## src/rtl/jedro_1_mem_arbiter.sv

```systemverilog
// Two-master arbiter sharing one byte-writable, 1-cycle-latency RAM between the
// jedro_1 instruction-fetch port and the load/store port.
module jedro_1_mem_arbiter #(
  parameter int DATA_WIDTH     = 32,
  parameter int ADDR_WIDTH     = 32,
  parameter int RAM_ADDR_WIDTH = 10,
  parameter int MAX_STARVE     = 4
) (
  input  logic                      clk_i,
  input  logic                      rst_i,

  input  logic                      ifu_req_i,
  input  logic [ADDR_WIDTH-1:0]     ifu_addr_i,
  output logic                      ifu_gnt_o,
  output logic                      ifu_rvalid_o,
  output logic [DATA_WIDTH-1:0]     ifu_rdata_o,

  input  logic                      lsu_req_i,
  input  logic                      lsu_we_i,
  input  logic [DATA_WIDTH/8-1:0]   lsu_be_i,
  input  logic [ADDR_WIDTH-1:0]     lsu_addr_i,
  input  logic [DATA_WIDTH-1:0]     lsu_wdata_i,
  output logic                      lsu_gnt_o,
  output logic                      lsu_rvalid_o,
  output logic [DATA_WIDTH-1:0]     lsu_rdata_o,

  output logic                      ram_en_o,
  output logic [DATA_WIDTH/8-1:0]   ram_we_o,
  output logic [RAM_ADDR_WIDTH-1:0] ram_addr_o,
  output logic [DATA_WIDTH-1:0]     ram_wdata_o,
  input  logic [DATA_WIDTH-1:0]     ram_rdata_i
);

  localparam logic [3:0] STARVE_LIMIT = 4'(MAX_STARVE);

  typedef enum logic [1:0] {
    IDLE,
    IFU_RD,
    LSU_RD,
    LSU_WR
  } owner_e;

  owner_e     state_q, state_d;
  logic [3:0] starve_q, starve_d;
  logic       ifu_win, lsu_win;

  // Word address only; the byte offset and bits above the RAM range are dropped.
  logic unused_addr_bits;
  assign unused_addr_bits = ^{ifu_addr_i[ADDR_WIDTH-1:RAM_ADDR_WIDTH+2], ifu_addr_i[1:0],
                              lsu_addr_i[ADDR_WIDTH-1:RAM_ADDR_WIDTH+2], lsu_addr_i[1:0]};

  // NOTE: every always_comb output gets a default before any branch, so no path
  // can leave a value unassigned and infer a latch.
  always_comb begin
    ifu_win = 1'b0;
    lsu_win = 1'b0;
    if (!rst_i) begin
      if (lsu_req_i && ifu_req_i) begin
        if (starve_q == STARVE_LIMIT) ifu_win = 1'b1;
        else                          lsu_win = 1'b1;
      end else if (lsu_req_i) begin
        lsu_win = 1'b1;
      end else if (ifu_req_i) begin
        ifu_win = 1'b1;
      end
    end
  end

  assign ifu_gnt_o = ifu_win;
  assign lsu_gnt_o = lsu_win;

  always_comb begin
    ram_en_o    = ifu_win | lsu_win;
    ram_we_o    = '0;
    ram_addr_o  = '0;
    ram_wdata_o = '0;
    if (lsu_win) begin
      ram_addr_o  = lsu_addr_i[RAM_ADDR_WIDTH+1:2];
      ram_wdata_o = lsu_wdata_i;
      if (lsu_we_i) ram_we_o = lsu_be_i;
    end else if (ifu_win) begin
      ram_addr_o = ifu_addr_i[RAM_ADDR_WIDTH+1:2];
    end
  end

  always_comb begin
    starve_d = starve_q;
    if (!ifu_req_i || ifu_win)       starve_d = '0;
    else if (starve_q != STARVE_LIMIT) starve_d = starve_q + 4'd1;
  end

  // The owner of the next RAM read beat is whoever wins this cycle.
  always_comb begin
    state_d = IDLE;
    if (ifu_win)      state_d = IFU_RD;
    else if (lsu_win) state_d = lsu_we_i ? LSU_WR : LSU_RD;
  end

  // NOTE: sequential state uses non-blocking assignments so every register
  // samples the pre-edge value of every other register.
  always_ff @(posedge clk_i) begin
    if (rst_i) begin
      state_q  <= IDLE;
      starve_q <= '0;
    end else begin
      state_q  <= state_d;
      starve_q <= starve_d;
    end
  end

  // Responses are masked during reset so a beat owed from before reset is dropped.
  always_comb begin
    ifu_rvalid_o = 1'b0;
    ifu_rdata_o  = '0;
    lsu_rvalid_o = 1'b0;
    lsu_rdata_o  = '0;
    if (!rst_i) begin
      unique case (state_q)
        IFU_RD: begin
          ifu_rvalid_o = 1'b1;
          ifu_rdata_o  = ram_rdata_i;
        end
        LSU_RD: begin
          lsu_rvalid_o = 1'b1;
          lsu_rdata_o  = ram_rdata_i;
        end
        LSU_WR:  lsu_rvalid_o = 1'b1;
        default: ;
      endcase
    end
  end

endmodule

```

## config.mk

```make
export PLATFORM = sky130hd
export DESIGN_NAME = jedro_1_mem_arbiter
export DESIGN_NICKNAME = d
export VERILOG_FILES = /design/src/rtl/jedro_1_mem_arbiter.sv
export SDC_FILE = /design/constraint.sdc
export NUM_CORES = 1
export LEC_CHECK = 0
export ABC_CLOCK_PERIOD_IN_PS = 2000
export CAP_MARGIN = 5
export CORE_AREA = 5 5 95 97
export DETAILED_ROUTE_END_ITERATION = 7
export DIE_AREA = 0 0 100 102
export PLACE_DENSITY = 0.71
export SYNTH_ARGS = -nofsm -noshare
export SYNTH_HDL_FRONTEND = slang
export SYNTH_SLANG_ARGS = --single-unit
```

## constraint.sdc

```tcl
create_clock -name clk_i -period 2 [get_ports clk_i]
set_clock_uncertainty 0.15 [all_clocks]
set_input_delay 0.5 -clock clk_i [delete_from_list [all_inputs] [get_ports clk_i]]
set_output_delay 0.5 -clock clk_i [all_outputs]
set_load 0.05 [all_outputs]
```

-- After elaboration in Yosys (flattened, before gate mapping)
Index checks and enable logic that the tools add are counted.
- word-level logic and storage cells: 42
- flip-flop bits (word level): 6
- input bits: 137
- multiplexer cells: 25
- bitwise gates (word level): 2
- eq/ne operators: 5
- reductions and logical operators: 6
- add/subtract/negate cells: 1
- operators by type and width (operator ; number):
    32-bit 2-to-1 mux ; 5
    10-bit 2-to-1 mux ; 2
    1-bit 2-to-1 mux ; 16
    4-bit 2-to-1 mux ; 2
    4-bit by 1-bit adder with 4-bit output (second input constant) ; 1
    2-bit == test (second input constant) ; 2
    4-bit by 3-bit == test with 1-bit output (second input constant) ; 1
    4-bit by 3-bit inequality test with 1-bit output (second input constant) ; 1
    2-bit OR reduction ; 2
    3-bit OR reduction ; 1
    2-bit by 1-bit == test with 1-bit output (second input constant) ; 1
    1-bit logical AND ; 1
    1-bit zero test ; 1
    1-bit logical OR ; 1
    1-bit NOT ; 1
    1-bit OR ; 1

-- Depth between registers and ports, before layout
- depth in word-level cells: 6
- depth in mapped cells: 7
- depth with buffers taken out: 5

-- Worst setup path after synthesis
OpenSTA, ideal clock, no wires.
- kind: input -> output
- start: in rst_i
- end: out lsu_rdata_o[10]
- stages on the path: 4
- data arrival time: 2147 ps
- setup slack: -797 ps
- cells stage by stage: nor2b_1 -> and2b_1 -> clkbuf_1 -> and2_1
- longest elaborated chain between the ends: 1
- RTL lines (element ; RTL line ; source):
    start: declaration ; 10 ; input logic rst_i,
    32-bit 2-to-1 mux ; 117 ; if (!rst_i) begin
    end: declaration ; 25 ; output logic [DATA_WIDTH-1:0] lsu_rdata_o,
No other way between the ends.

-- Worst setup path after layout
- start: reg starve_q[0]
- end: out ram_we_o[2]
- longest elaborated chain between the ends: 5
- RTL lines (element ; RTL line ; source):
    start: declaration ; 44 ; logic [3:0] starve_q, starve_d;
    start signal: assignment ; 107 ; starve_q <= starve_d;
    4-bit by 3-bit == test with 1-bit output ; 59 ; if (starve_q == STARVE_LIMIT) ifu_win = 1'b1;
    1-bit 2-to-1 mux ; 59 ;
    1-bit 2-to-1 mux ; 58 ; if (lsu_req_i && ifu_req_i) begin
    1-bit 2-to-1 mux ; 57 ; if (!rst_i) begin
    4-bit 2-to-1 mux ; 77 ; if (lsu_win) begin
    end: declaration ; 28 ; output logic [DATA_WIDTH/8-1:0] ram_we_o,
No other way between the ends.

==> qor.yml <==
layout:
  multi_input_area_mm2: 0.001277
  fin_area_mm2: 0.005433
  antennaDiodeCount: 0
  num-nets-final: 536
  final.fill_count: 575
  ff_latch_area_um2: 122.6
  synthToLayoutAreaGrowth_pct: 388.4
  drive_gt1_share_pct: 72.91
yosys:
  synth_top_area_share_pct: 48.37
  yosysUniqueCellTypes: 24
  post_synth.cell_area_avg_um2: 7.270
  syn-cell-area_mm2: 0.001112
  synth_area_leader_cell: "and2_1"
  ys_seq_area_share_pct: 10.80
  ys_top_cells_by_count: "and2_1, a22o_1, and2_4"
  yosysMostFrequentCell: "and2_1"
  ys_async_sr_fraction_pct: 0
  synth_top_cells_by_area: "and2_1, dfxtp_1, a22o_1, and2_4, buf_6"
  synth_edf_count: 0
  ys_ff_latch: 6
  synth_nets: 292
  synthCells: 153
  ys_warn_count: 0
  synthFlopType: "dfxtp_1"
die:
  die_x_um: 100
  die_h_um: 102
  rows: 33
  die_area_mm2: 0.01020
  core-area_mm2: 0.008051
  io_pins: 252
  start_util_pct: 13.82
drt:
  post_drt_via_cell_ratio: 4.106
  firstDrtPassIters: 2
  route.met3.wl_um: 892
  wire_per_inst_um: 18.83
  drt_iter0_markers: 20
  vias: 2053
  postRouteAntennaNets: 0
  top_layer: "met4"
  drt_wl_total_um: 9413
  drc_errors: 0
  routed-wl-met2_um: 5286
  met1_length_um: 3147
sta:
  maxSlewViolCount: 0
  relSlewSlack_pct: 86.61
  min_period_ps: 2342
  setup_viol: 113
  worst_pin_slew_ps: 200.7
  setup_ws_ps: -341.5
  hold_viol: 0
  fmaxAchievable_ghz: 0.4271
  rsz0062_at_grt: "yes"
  finalCritPeriodShare_pct: 117.1
pwr:
  p_per_area_mw_per_mm2: 268.1
  leakage_nw: 2.327
  irDropWorstVdd_mv: 0.2211
  p_total_mw: 1.457
flow_run:
  cap_violations: 0
hold_path:
  min_path_type: "register to register"
  min_from: "starve_q[0]"
global_route:
  grt_max_degree: 19
  antenna_found_initial: 0
  gr-total-overflow: 0
  grt_pass1_wl_um: 13860
  grt_pass1_vias: 2305
  track_usage_pct: 17.60
cts:
  clk_pin_slew_ps: 40
  ctsRootBufferMaster: "clkbuf_8"
  cts_max_level: 1
  clockBufferDepth: 2
  hold_buffers: 0
  cts_inserted_buffers: 3
  cts_tree: "done"
  cts_sinks: 6
  worstSkewPairLatency_ps: 230
setup_path:
  cp-start-kind: "register"
  critical_path_class: "register to output port"
  worstSetupStartpoint: "starve_q[0]"
  max_stage_delay_ps: 320
  end_kind: "output port"
  r2r-start: "starve_q[0]"
  required_ps: 1350
  critPathSlowestCell: "dfxtp_2"
  arrival_ps: 1690
  crit_chain: "inv_2 > ha_4 > nand3b_4 > o211a_4 > buf_6 > buf_8 > and3_4 > buf_12"
  ff2ff_setup_slack_ps: 280
  cp_max_fo: 6
placed_design:
  place_congestion: 0.8122
  place_area_mm2: 0.004886
  io_buffers: 207
  detailed_place_hpwl_um: 7233
status:
  status: "finished with violations"
  violations: "negative setup slack"
-- final cells by class --
cell class | instances | area share [%]
Tap cell | 105 | 2.418
Inverter | 5 | 0.3455
Clock buffer | 3 | 0.7600
Sequential cell | 6 | 2.257
Timing Repair Buffer | 251 | 70.70
Multi-Input combinational cell | 130 | 23.51
-- state kept, by name, indices dropped and copies added (netlist names) --
signal    cells
starve_q      4
state_q       2
-- what timing repair did --
item / 4_1_cts / 5_1_grt
cloned: 9 / 2
resized for setup: 66 / 7
endpoints found under the setup margin: 115 / 114
buffers inserted: 14 / 3
pin swaps: 26 / 12
-- routing by layer --
metal  track usage (%)  vias up
met5                 0        -
met4             2.176        0
met3             6.143        9
met2             34.84      122
met1             18.31      946
li1                  -      976
-- worst max-delay path: cells and delay by family, from the launching register on --
family	cells	cell delay, ps
and+or+nand+nor	2	270
DFF	1	320
buffers and inverters	4	460
adders and majority gates	1	130
AOI/OAI and AO/OA	1	290
-- cells in the final DEF (no fill, tap or decap), types with 2 or more instances in the layout --
cell type        Yosys  layout
and3_4               0       4
clkdlybuf4s50_1      0      89
buf_16               0       7
nor2_1               6       4
buf_6                3      10
dfxtp_2              0       2
inv_2                1       4
dlygate4sd2_1        0       2
clkbuf_16            0       2
buf_4                1      18
buf_8                0       4
dfxtp_1              6       4
buf_12               0     119
and2_4              10      96
clkbuf_8             0       3
a22o_4               0      10
-- through the flow --
stage	setup TNS [ps]	utilization, %	std cells	hold WS (ps)	setup WS (ps)
floorplan	-2527	-	153	268.0	-72.45
global placement	-57830	60.68	472	346.0	-546.8
detailed placement	-61200	60.68	472	364.3	-586.3
CTS	-26260	67.16	498	369.8	-372.6
global route	-28170	67.47	500	380.1	-392.0
finish	-23620	67.47	500	369.5	-341.5
-- cells by family (layout without fill, tap and decap cells) --
family          Yosys count  in the layout  synth area share, %
compound gates           14             14                11.47
xor+xnor                  2              2                1.575
buf+inv                  17            259                8.211
flops                     6              6                10.80
fa+ha+maj                 2              2                2.249
simple gates            112            112                65.69
-- final timing paths --
path | end | cells after the start
hold / removal | starve_q[0] | 2
hold reg to reg | starve_q[0] | 2
setup reg to reg | state_q[0] | 8
setup / recovery | ram_we_o[2] | 8
-- report_power, final --
group          leakage [nW]  switching, mW  internal [mW]
clock                0.0216         0.0582          0.130
sequential           0.0499        0.00238          0.124
combinational          2.26          0.500          0.642
total                  2.33          0.561          0.896
No activity file was read; power rests on OpenSTA's default activity.
